===== config.mk =====
export PLATFORM = sky130hd
export DESIGN_NAME = servo_pwm_array
export DESIGN_NICKNAME = d
export VERILOG_FILES = /design/src/rtl/servo_pwm_array.sv
export SDC_FILE = /design/constraint.sdc
export NUM_CORES = 1
export LEC_CHECK = 0
export BUFFER_PORTS_ARGS = -buffer_cell sky130_fd_sc_hd__buf_2
export CAP_MARGIN = 30
export CORE_MARGIN = 2
export CORE_UTILIZATION = 47
export DETAILED_ROUTE_END_ITERATION = 7
export GPL_TIMING_DRIVEN = 0
export PLACE_DENSITY_LB_ADDON = 0.1
export SETUP_SLACK_MARGIN = 0.15
export SYNTH_ARGS = -nofsm -noshare
export SYNTH_HDL_FRONTEND = slang
export SYNTH_SLANG_ARGS = --single-unit

===== constraint.sdc =====
create_clock -name clk -period 3.46 [get_ports clk]
set_clock_uncertainty 0.05 [all_clocks]
set_input_delay 0.346 -clock clk [delete_from_list [all_inputs] [get_ports clk]]
set_output_delay 0.346 -clock clk [all_outputs]
set_load 0.03 [all_outputs]

===== src/rtl/servo_pwm_array.sv =====
// Multi-channel servo PWM generator sharing one frame counter.
// Commanded angles become target widths; active widths follow them only at frame boundaries.
module servo_pwm_array #(
  parameter int NUM_CH     = 4,
  parameter int PERIOD_CYC = 2000000,
  parameter int MIN_PULSE  = 100000,
  parameter int MAX_PULSE  = 200000,
  parameter int ANGLE_W    = 8,
  parameter int ANGLE_UNIT = 392,
  parameter int SLEW_STEP  = 0,
  parameter int CH_W       = (NUM_CH > 1) ? $clog2(NUM_CH) : 1,
  parameter int CNT_W      = $clog2(PERIOD_CYC)
) (
  input  logic               clk,
  input  logic               rst_n,
  input  logic [NUM_CH-1:0]  ch_en,
  input  logic               cmd_valid,
  output logic               cmd_ready,
  input  logic [CH_W-1:0]    cmd_ch,
  input  logic [ANGLE_W-1:0] cmd_angle,
  output logic               cmd_err,
  output logic [NUM_CH-1:0]  pwm,
  output logic [NUM_CH-1:0]  busy,
  output logic               frame_tick
);

  localparam int WIDE_W = CNT_W + 1;
  localparam logic [CNT_W-1:0]  LAST_CNT = CNT_W'(PERIOD_CYC - 1);
  localparam logic [CNT_W-1:0]  MIN_CNT  = CNT_W'(MIN_PULSE);
  localparam logic [CNT_W-1:0]  MAX_CNT  = CNT_W'(MAX_PULSE);
  localparam logic [CNT_W-1:0]  SLEW_CNT = CNT_W'(SLEW_STEP);
  localparam logic [WIDE_W-1:0] MIN_WIDE = WIDE_W'(MIN_PULSE);
  localparam logic [WIDE_W-1:0] MAX_WIDE = WIDE_W'(MAX_PULSE);
  localparam logic [WIDE_W-1:0] UNIT_WIDE = WIDE_W'(ANGLE_UNIT);

  logic [CNT_W-1:0]  count;
  logic [CNT_W-1:0]  target     [NUM_CH];
  logic [CNT_W-1:0]  active     [NUM_CH];
  logic [CNT_W-1:0]  target_nxt [NUM_CH];
  logic [CNT_W-1:0]  active_nxt [NUM_CH];
  logic              frame_end;
  logic              accept;
  logic              ch_legal;
  logic [WIDE_W-1:0] raw_width;
  logic [CNT_W-1:0]  cmd_width;

  // The last cycle of the frame is reserved for moving active widths, so commands wait.
  assign frame_end = (count == LAST_CNT);
  assign cmd_ready = rst_n && !frame_end;
  assign accept    = cmd_valid && cmd_ready;
  assign ch_legal  = (int'(cmd_ch) < NUM_CH);

  assign raw_width = MIN_WIDE + WIDE_W'(cmd_angle) * UNIT_WIDE;
  assign cmd_width = (raw_width > MAX_WIDE) ? MAX_CNT : raw_width[CNT_W-1:0];

  function automatic logic [CNT_W-1:0] step_toward(input logic [CNT_W-1:0] cur,
                                                   input logic [CNT_W-1:0] tgt);
    logic [CNT_W-1:0] diff;
    diff = '0;
    if (SLEW_STEP == 0) begin
      return tgt;
    end
    if (tgt > cur) begin
      diff = tgt - cur;
      return (diff > SLEW_CNT) ? cur + SLEW_CNT : tgt;
    end
    diff = cur - tgt;
    return (diff > SLEW_CNT) ? cur - SLEW_CNT : tgt;
  endfunction

  always_comb begin
    for (int i = 0; i < NUM_CH; i++) begin
      target_nxt[i] = target[i];
      active_nxt[i] = active[i];
      if (accept && ch_legal && (int'(cmd_ch) == i)) begin
        target_nxt[i] = cmd_width;
      end
      if (frame_end) begin
        active_nxt[i] = step_toward(active[i], target[i]);
      end
    end
  end

  // pwm compares the previous-cycle count, so every pulse rises one cycle after count==0.
  always_ff @(posedge clk or negedge rst_n) begin
    if (!rst_n) begin
      count      <= '0;
      pwm        <= '0;
      busy       <= '0;
      frame_tick <= 1'b0;
      cmd_err    <= 1'b0;
      for (int i = 0; i < NUM_CH; i++) begin
        target[i] <= MIN_CNT;
        active[i] <= MIN_CNT;
      end
    end else begin
      count      <= frame_end ? '0 : count + CNT_W'(1);
      frame_tick <= (count == '0);
      cmd_err    <= accept && !ch_legal;
      for (int i = 0; i < NUM_CH; i++) begin
        target[i] <= target_nxt[i];
        active[i] <= active_nxt[i];
        busy[i]   <= (active_nxt[i] != target_nxt[i]);
        pwm[i]    <= ch_en[i] && (count < active[i]);
      end
    end
  end

endmodule

==> key figures, run 1 <==
Status
  – Status: finished, violations left
  – Violated checks: negative setup slack

Critical path
  – CP Depth: 18
  – CP Launch Type: input port
  – Flop2flop setup slack: -640 ps
  – Crit path launch: cmd_angle[2]
  – R2R Path Start: count[13]
  – Critical path cell sequence: buf_12 > ha_4 > fa_2 > ha_4 > ha_4 > inv_2 > fa_2 > nor2b_4 > a31oi_4 > and2_4 > a31oi_4 > mux2i_4 > o41a_4 > buf_4 > o21ai_0 > and3_1 > or4_4 > or4_4
  – WP data required: 3720 ps
  – CP endpoint: busy[3]
  – Slowest CP cell: fa_2
  – Bufs and invs on worst path: 3
  – Maximum net fanout on the critical path: 4
  – CP top delay family: adder cells
  – Critical path class: in -> reg
  – End of the worst register-to-register path: busy[2]
  – Crit. End Element: flop
  – Arrival time of the worst setup path: slightly below 5000 ps
  – Worst stage delay on the critical path: between 500 and 600 ps
  – Most used cell, CP: ha_4
  – Worst r2r path cells: 11

Detailed routing
  – Detailed Routing Iterations Pass 1: 6
  – DRC: 0
  – DRT Wirelength: 46300 um
  – Starting DRT DRC Count: roughly 1.3k
  – WL/cell: about 25 um
  – Vias: ~12k
  – Vias/cell: 6.17
  – Antenna-violating nets left: 0

Synth
  – Yosys reg bits: approximately 200
  – Mapped Avg Cell Area: about 9 um^2
  – EDFF count, synth: 0
  – Ys async rst share: 100%
  – Seq/Total Area, Yosys: approximately 40%
  – Ranking of synthesized cells by area: dfrtp_1 (30%), ha_1 (11%), dfstp_2 (10%)
  – Mapped Area: approximately 13000 um^2
  – Ys Warns: 0
  – Area leader, netlist: dfrtp_1
  – Post-synthesis cell type count: 77
  – Most used DFF post-synth: dfrtp_1
  – Mapped Cells: roughly 1.4k
  – Area share of the largest cell type after synthesis: between 20% and 30%
  – Syn Nets: approximately 1.5k

Power and ir drop
  – Pwr Total: ~9000 uW
  – Worst VDD drop: around 0.33 mV
  – PD cells: 572 nW/um^2
  – Flop pwr share: 32.9%
  – P_int: about 5500 uW
  – Clk pwr share: between 20% and 30%
  – Net load switching power: approximately 3500 uW
  – LEAKAGE: between 0.006 and 0.007 uW
  – Combinational share of power: between 40 and 50%
  – Sw frac: about two fifths

Floorplanning
  – Site row count: slightly below 60
  – Core ar.: about 26000 um^2
  – Die Wd: roughly 170 um
  – Die area: 28000 um^2
  – Starting Density: 47.9%
  – I/O Pins: 28
  – Die H: ~170 um

Place
  – Buffers on Ports: 26
  – Dpl hpwl: about 32000 um
  – Cells after DPL: between 1.5k and 2k
  – Pre-CTS WS: -2380 ps
  – RePlAce Congestion: around 0.99

Layout
  – Final Non-Filler Cells: ~1.9k
  – Final nets: approximately 1.7k
  – Layout cell share with drive strength beyond 1: between 20% and 30%
  – Area Growth Syn to Fin: 25.4%
  – Ant. Diodes: 0

CTS
  – # clock sinks: a little under 200
  – Htree depth: 4
  – CTS tree: yes
  – Root Driver: clkbuf_16
  – Clock slew at reported path FFs: around 70 ps
  – Longest Clk Path Bufs: 2
  – Clock Latency Late Sink: between 400 and 500 ps
  – CTS Buf Count: 17

Timing
  – Highest clock rate: 216 MHz
  – Final hold vios: 0
  – Setup TNS: -34970 ps
  – Final Cycle Share: 134%
  – Final worst setup slack: -1170 ps
  – Slew @ Worst Pin: just under 1000 ps
  – Slew margin rel.: 35.0%
  – Hold slack: roughly 170 ps
  – RSZ-0062 raised after global routing: yes
  – Fin crit period: 4630 ps
  – Final setup fails: between 50 and 60
  – Max Slew Vio Count: 0

GRT
  – First-pass GRT wire length: 68000 um
  – Vias in the first global route: 10.9k
  – Initial antenna violation count: 0
  – Largest net degree at the start of global routing: ~120
  – Grt ovf: 0
  – Tot GR Track Use: between 30% and 40%

Run
  – MaxCap Viol Count: 0

Hold path
  – Worst min path class: in -> reg
==> cells by family (layout without fill, tap and decap cells) <==
kind of cell / Yosys count / after routing / synth area share, %
AND/OR/NAND/NOR: 419 / 419 / 16.5
XOR/XNOR: 67 / 67 / 4.84
AO/OA/AOI/OAI: 406 / 406 / 20.9
flip-flops: 198 / 198 / 40.1
multiplexers: 3 / 3 / 0.340
buffers and inverters: 177 / 332 / 5.62
adder cells (fa/ha/maj): 116 / 116 / 11.8
other: 1 / 1 / 0.0300
==> Yosys cell counts, types with 5 or more instances <==
cell       count
clkbuf_1      37
o31ai_1       11
nor2b_1       15
nand3_1       46
or3_1          6
ha_1         113
xor2_1        31
nand4_1       17
a2111oi_0      5
o21ai_0      148
a31oi_1       12
a211oi_1      13
dfrtp_1      150
or4_1          6
nand2b_1      24
nor2_1        68
a21o_1        27
a22oi_1       13
xnor2_1       35
nor3_1        16
a221oi_1       6
dfstp_2       48
o221ai_1       5
o2111ai_1     10
o22ai_1       16
nor4b_1        6
o211ai_1       6
a21oi_1       84
inv_1        125
and3_1         8
buf_2         10
and2_1        27
a222oi_1       6
nand2_1      152
nor4_1        11
==> power groups by stage <==
stage / registers (uW) / logic [uW] / clock network, uW
4_1_cts: 2930 / 3320 / 2080
3_5_place_dp: 2980 / 2550 / 0
6_report: 2950 / 3960 / 2060
2_1_floorplan: 2890 / 1710 / 0
3_3_place_gp: 2970 / 2510 / 0
5_1_grt: 2980 / 4140 / 2160
==> stage by stage <==
step | area (um^2) | util [%]
after global routing | 15700 | 60.0
final | 15700 | 60.0
after detailed placement | 13400 | 51.1
after global placement | 13300 | 50.9
after floorplan | 12800 | -
after CTS | 15000 | 57.5
==> worst reg2reg max path: stages (launching register included) <==
cell and delay (ps):
dfrtp_2 540, or4_4 630, nor4_2 500, clkbuf_1 560, a21oi_1 150, a21oi_1 310
o22ai_1 140, a21oi_1 150, a21oi_1 120, o21ai_0 160, nand4_1 110, or4_4 550
==> routing by layer <==
metal / up-vias / wire [um] / global-route usage [%]
li1: 5217 / - / -
met1: 5643 / 19500 / 45.0
met2: 603 / 20400 / 49.8
met3: 109 / 4550 / 8.44
met4: 0 / 1880 / 11.9
met5: - / 0 / 0
==> final cells by class <==
type,count,area (um^2)
Sequential cell,198,5040
Tap cell,335,419
Clock buffer,19,443
Clock inverter,13,134
Buffer,51,372
Fill cell,2312,10400
Inverter,125,492
Multi-Input combinational cell,1012,7560
Timing Repair Buffer,124,1230
==> flip-flops by register name, indices dropped and copies added (netlist names) <==
signal,flops
count,21
pwm,4
frame_tick,1
target,84
active,84
busy,4
==> worst min path at each step <==
| stage | endpoint | slack (ps) | cells past startpoint | from |
|---|---|---|---|---|
| 5_1_grt | target[45] | 150 | 3 | cmd_angle[0] |
| 4_1_cts | target[45] | 170 | 3 | cmd_angle[0] |
| 3_5_place_dp | pwm[0] | 350 | 1 | rst_n |
| 2_1_floorplan | active[0] | 0.4 | 0 | rst_n |
| 3_3_place_gp | target[57] | 430 | 2 | target[57] |
| 6_report | target[45] | 170 | 3 | cmd_angle[0] |
==> repair_timing <==
| action | CTS | global route |
|---|---|---|
| hold buffers | 5 | 0 |
| setup buffers | 53 | 36 |
| pin swaps | 34 | 37 |
| gates resized for setup | 150 | 107 |
| gates cloned | 0 | 1 |
| setup endpoints to repair | 156 | 122 |
| hold endpoints to repair | 62 | 0 |
==> cell usage in the layout, fill, tap and decap left out, types with 8 or more instances in the layout <==
cell type / Yosys / routed
and2_1: 27 / 23
clkbuf_16: 0 / 20
o21ai_0: 148 / 100
a211oi_1: 13 / 13
a22oi_1: 13 / 10
ha_4: 0 / 9
dfstp_2: 48 / 48
dfrtp_1: 150 / 131
o31ai_1: 11 / 9
xor2_1: 31 / 29
ha_1: 113 / 101
o2111ai_1: 10 / 9
o21ai_1: 1 / 16
a21oi_1: 84 / 77
nand2b_1: 24 / 22
buf_6: 2 / 44
buf_4: 3 / 52
nor4_1: 11 / 9
a31oi_1: 12 / 10
xnor2_1: 35 / 31
nand2_1: 152 / 144
nand4_1: 17 / 17
a21o_1: 27 / 27
nor2_1: 68 / 63
o22ai_1: 16 / 16
clkbuf_2: 0 / 13
and3_1: 8 / 8
nand3_1: 46 / 45
nor2b_1: 15 / 14
inv_1: 125 / 119
nor3_1: 16 / 14
buf_2: 10 / 27
dfrtp_2: 0 / 19
o21ai_2: 4 / 31
clkbuf_1: 37 / 13
buf_12: 0 / 9
Power figures use the tool's default switching activity.
==> run 2: changes to the inputs <==
- ABC_AREA: default -> 1
==> key figures, run 2 <==
Detailed routing
  – Antenna-violating nets left: 0
  – DRT Wirelength: ~37000 um
  – Starting DRT DRC Count: between 800 and 900
  – Vias/cell: between 5 and 6
  – Vias: 11.3k
  – WL/cell: 16.7 um
  – DRC: 0
  – Detailed Routing Iterations Pass 1: 5

GRT
  – Grt ovf: 0
  – Tot GR Track Use: a little over a quarter
  – Largest net degree at the start of global routing: 117
  – Initial antenna violation count: 0
  – Vias in the first global route: 10.6k
  – First-pass GRT wire length: ~58000 um

Synth
  – Mapped Cells: 1754
  – Post-synthesis cell type count: 43
  – Mapped Avg Cell Area: approximately 7.3 um^2
  – Most common cell in the netlist: nand2_1
  – Area share of the largest cell type after synthesis: between 20 and 30%
  – Syn Nets: roughly 1.9k
  – Yosys reg bits: just under 200
  – Seq/Total Area, Yosys: between 30% and 40%
  – Ranking of synthesized cells by area: dfrtp_1 (29%), nand2_1 (16%), ha_1 (11%)
  – Ys async rst share: between 90% and 100%
  – Commonest cells post-synth: nand2_1 (541), inv_1 (316), nand3_1 (158)
  – Mapped Area: between 10000 and 15000 um^2
  – EDFF count, synth: 0
  – Most used DFF post-synth: dfrtp_1
  – Ys Warns: 0
  – Area leader, netlist: dfrtp_1

Run
  – MaxCap Viol Count: 0

Timing
  – Final Cycle Share: 109%
  – Slew margin rel.: ~46%
  – Setup TNS: -1040 ps
  – Final worst setup slack: -302 ps
  – Fin crit period: roughly 3800 ps
  – Final hold vios: 0
  – Max Slew Vio Count: 0
  – Slew @ Worst Pin: 811 ps
  – Final setup fails: 4
  – RSZ-0062 raised after global routing: yes
  – Hold slack: about 72 ps
  – Highest clock rate: 266 MHz

Power and ir drop
  – PD cells: between 400 and 500 nW/um^2
  – LEAKAGE: between 0.007 and 0.008 uW
  – Worst VDD drop: between 0.3 and 0.4 mV

CTS
  – CTS tree: yes
  – Clock Latency Late Sink: around 450 ps
  – Root Driver: clkbuf_16
  – # clock sinks: 198
  – Clock slew at reported path FFs: around 80 ps
  – CTS Buf Count: 17
  – Longest Clk Path Bufs: 2
  – Htree depth: 4

Layout
  – Layout cell share with drive strength beyond 1: 15.4%
  – Number of fill cells: between 2k and 3k
  – Commonest cells after routing, fill and taps aside: nand2_1 (508), inv_1 (310), dfrtp_1 (147)
  – Final nets: roughly 2.0k
  – Area Growth Syn to Fin: 15.8%
  – Ant. Diodes: 0
  – Top Registers: active: 84 flops, target: 84 flops, count: 21 flops
  – Register Area: between 5000 and 6000 um^2
  – Commonest non-fill, non-tap cell in the layout: nand2_1
  – Multi-input gate area: 6700 um^2
  – Final Non-Filler Cells: 2187

Place
  – RePlAce Congestion: ~0.86
  – Pre-CTS WS: -1160 ps
  – Buffers on Ports: 26
  – Dpl hpwl: 26000 um
  – Cells after DPL: between 2k and 2.5k

Floorplanning
  – Core ar.: ~27000 um^2
  – Starting Density: 47.6%
  – Site row count: 60
  – I/O Pins: 28
  – Die Wd: ~170 um
  – Die area: 28500 um^2
  – Die H: 169 um

Critical path
  – Maximum net fanout on the critical path: 6
  – Critical path class: in -> reg
  – Arrival time of the worst setup path: 4050 ps
  – Worst stage delay on the critical path: around 430 ps
  – Most used cell, CP: nand2_2
  – CP Launch Type: input port
  – WP data required: ~3800 ps
  – Crit. End Element: flop
  – Slowest CP cell: fa_1

Status
  – Status: finished, violations left
  – Violated checks: negative setup slack

Hold path
  – Worst min path class: in -> reg
[run 2: cell count changes in the layout (fill, tap and decap cells not counted), moves of 28 or more]
cell and change:
nand3_1 +91, nor2_1 +61, a21oi_1 -28, xnor2_1 -28, inv_1 +191, nand2_2 +34
nand2_1 +364, buf_6 -42
[run 2: layout make-up]
cell class / instances / area share (%)
Multi-Input combinational cell: 1189 / 45.4
Sequential cell: 198 / 34.0
Inverter: 328 / 8.37
Timing Repair Buffer: 60 / 4.01
Clock buffer: 21 / 3.05
Tap cell: 341 / 2.89
Buffer: 39 / 1.70
Clock inverter: 11 / 0.627
[run 2: worst paths after layout]
kind	endpoint	startpoint	depth (start not counted)	slack, ps
setup / recovery	busy[2]	cmd_angle[1]	28	-300
hold / removal	pwm[0]	ch_en[0]	3	70
setup reg to reg	busy[1]	count[4]	20	60
hold reg to reg	target[52]	target[52]	2	450
max in group asynchronous	target[17]	rst_n	3	2140
min in group asynchronous	count[10]	rst_n	3	700
[run 2: per-layer routing]
| layer | vias to the layer above | part of all wire, % | wire (um) | global-route usage [%] |
|---|---|---|---|---|
| met5 | - | 0 | 0 | 0 |
| li1 | 5671 | - | - | - |
| met2 | 259 | 47 | 17400 | 44.4 |
| met3 | 62 | 4.1 | 1500 | 2.95 |
| met4 | 0 | 2.6 | 947 | 7.61 |
| met1 | 5265 | 46 | 16800 | 36.5 |
[run 2: power by group]
part           internal, uW  leakage (uW)  switching [uW]
combinational           942       0.00493            1540
clock                   958      0.000261             984
sequential             2640       0.00249             114
[run 2: repair_timing]
item	CTS	global route
setup buffers	14	11
gates resized for setup	54	65
endpoints found under the hold margin	57	0
cloned	2	1
pin swaps	35	35
endpoints found under the setup margin	53	53
hold buffers	5	0
[run 2: worst max-delay path, delay by kind of cell]
kind / cells / cell delay (ps)
AND/OR/NAND/NOR: 17 / 1440
adder cells (fa/ha/maj): 5 / 1580
buffers and inverters: 6 / 670
[run 2: metrics by stage]
stage	power, uW	utilization, %	area [um^2]
after floorplan	4110	-	12800
after global placement	4610	49.8	13300
after detailed placement	4640	49.9	13400
after CTS	6910	53.7	14400
after global routing	7580	55.1	14800
final	7190	55.1	14800
[run 2: kinds of logic after synthesis]
logic type | Yosys count | share of synthesized area, %
simple gates | 908 | 30.5
buf+inv | 367 | 11.4
flops | 198 | 39.3
compound gates | 158 | 6.72
fa+ha+maj | 116 | 11.6
xor+xnor | 6 | 0.412
other cells | 1 | 0.0294
==> run 3: changes to the inputs <==
- BUFFER_PORTS_ARGS: -buffer_cell sky130_fd_sc_hd__buf_2 -> -buffer_cell sky130_fd_sc_hd__clkbuf_2
- clock period: 3.46 -> 4.3 ns (I/O delays scaled with it)
==> key figures, run 3 (same netlist as run 2, synthesis figures left out) <==
Status
  – Status: finished clean

CTS
  – CTS tree: yes
  – CTS Buf Count: 17
  – Htree depth: 4
  – Longest Clk Path Bufs: 2
  – Clock slew at reported path FFs: approximately 80 ps
  – # clock sinks: 198
  – Root Driver: clkbuf_16
  – Clock Latency Late Sink: around 460 ps

Floorplanning
  – I/O Pins: 28
  – Die area: around 28000 um^2
  – Starting Density: a little under half
  – Site row count: 60
  – Die Wd: 169 um
  – Core ar.: ~27000 um^2
  – Die H: approximately 170 um

GRT
  – Initial antenna violation count: 0
  – Largest net degree at the start of global routing: 83
  – Global routing's busiest layer: met2
  – Global Route met1 Usage: between 30% and 40%
  – GR Layer Usage met3: ~3.8%
  – Tot GR Track Use: about a quarter
  – First-pass GRT wire length: approximately 57000 um
  – Grt ovf: 0
  – Vias in the first global route: around 11k
  – M2 GR Usage: between 40% and 50%

Layout
  – Final nets: roughly 1.9k
  – Layout cell share with drive strength beyond 1: a little over a tenth
  – Ant. Diodes: 0
  – Final instance area: around 14000 um^2
  – Commonest non-fill, non-tap cell in the layout: nand2_1
  – Area Growth Syn to Fin: 10.6%
  – Commonest cells after routing, fill and taps aside: nand2_1 (533), inv_1 (314), nand3_1 (156)
  – Top Registers: active: 84 flops, target: 84 flops, count: 21 flops

Run
  – MaxCap Viol Count: 0

Critical path
  – CP Launch Type: input port
  – Flop2flop setup slack: a little under 800 ps
  – Critical path class: in -> reg
  – WP data required: roughly 4600 ps
  – Arrival time of the worst setup path: 4170 ps
  – Worst r2r path cells: 21
  – Maximum net fanout on the critical path: 10
  – End of the worst register-to-register path: busy[1]
  – R2R Path Start: count[1]
  – Crit. End Element: flop

Timing
  – Setup TNS: 0 ps
  – Final hold vios: 0
  – Fin crit period: ~4000 ps
  – Max Slew Vio Count: 0
  – Hold slack: between 100 and 150 ps
  – Slew margin rel.: 45.5%
  – Highest clock rate: about 260 MHz
  – Final Cycle Share: 90.5%
  – Slew @ Worst Pin: roughly 800 ps
  – Final setup fails: 0
  – RSZ-0062 raised after global routing: no

Detailed routing
  – Starting DRT DRC Count: just over 700
  – Vias/cell: 5.17
  – Antenna-violating nets left: 0
  – DRT Wirelength: about 36000 um
  – Vias: between 10k and 15k
  – DRC: 0
  – Detailed Routing Iterations Pass 1: 5
  – WL/cell: between 15 and 20 um

Hold path
  – Min-delay src: ch_en[2]
  – Hold Path Stages: 3
  – Worst min path class: in -> reg
  – Hold path endpoint: pwm[2]

Place
  – RePlAce Congestion: about 0.85
  – Dpl hpwl: 26500 um
  – Area after DPL: roughly 13000 um^2
  – Buffers on Ports: 26

Power and ir drop
  – PD cells: roughly 380 nW/um^2
  – LEAKAGE: between 0.007 and 0.008 uW
  – Worst VDD drop: 0.274 mV
==> run 3: per-layer routing <==
metal | vias up | wire (um) | share of wire, %
li1 | 5605 | - | -
met1 | 5288 | 16900 | 47
met2 | 225 | 16700 | 47
met3 | 49 | 1450 | 4.0
met4 | 0 | 878 | 2.4
met5 | - | 0 | 0
==> run 3: layout make-up <==
class | instances | area [um^2]
well taps | 341 | 427
clock inverters | 12 | 96.3
plain buffers | 39 | 245
clock buffers | 20 | 447
flip-flops and latches | 198 | 5010
repair buffers | 31 | 245
multi-input cells | 1189 | 6400
inverters | 328 | 1230
fillers | 2666 | 12700
==> run 3: timing repair <==
item                       CTS  global route
cloned                       0             1
setup buffers                0             1
hold endpoints to repair    34             0
pin swaps                    0            11
setup endpoints to repair    4             4
resized for setup            4            37
hold buffers                 1             0
==> run 3: worst max-delay path by stage <==
stage,from,end,cells after the start
detailed placement,cmd_angle[3],busy[2],27
floorplan,cmd_angle[3],busy[1],28
CTS,cmd_angle[1],busy[2],26
finish,cmd_angle[3],busy[2],28
global route,cmd_angle[2],busy[2],27
global placement,rst_n,busy[1],15
==> run 3: power by group <==
part | total [uW] | internal (uW) | switching [uW] | leakage [uW]
logic | 1620 | 533 | 1090 | 0.00469
clock network | 1560 | 768 | 790 | 0.000253
registers | 2220 | 2130 | 96.0 | 0.00249
==> run 3: critical path, stage by stage <==
cell and delay [ps]:
clkbuf_2 130, inv_2 60, ha_4 260, inv_1 60, fa_1 480, ha_4 290
inv_1 50, fa_1 520, inv_1 70, nor2_4 140, nand2_2 70, nand2_1 70
inv_2 40, nand2_2 80, nor2_4 40, nand2_2 60, nand3_2 160, inv_2 120
nor2_4 50, nand2_4 130, buf_6 180, nand3_1 120, nand2_1 110, nand2_1 60
nand2_1 60, nand3_1 100, nor2_1 120, nand2_1 110
==> run 3: metrics by stage <==
step	setup WS, ps	power, uW	cells	util (%)
2_1_floorplan	404	3290	1754	-
3_3_place_gp	-3440	3700	2121	49.6
3_5_place_dp	-645	3740	2123	49.9
4_1_cts	156	5300	2156	52.0
5_1_grt	156	5710	2158	52.6
6_report	408	5400	2158	52.6
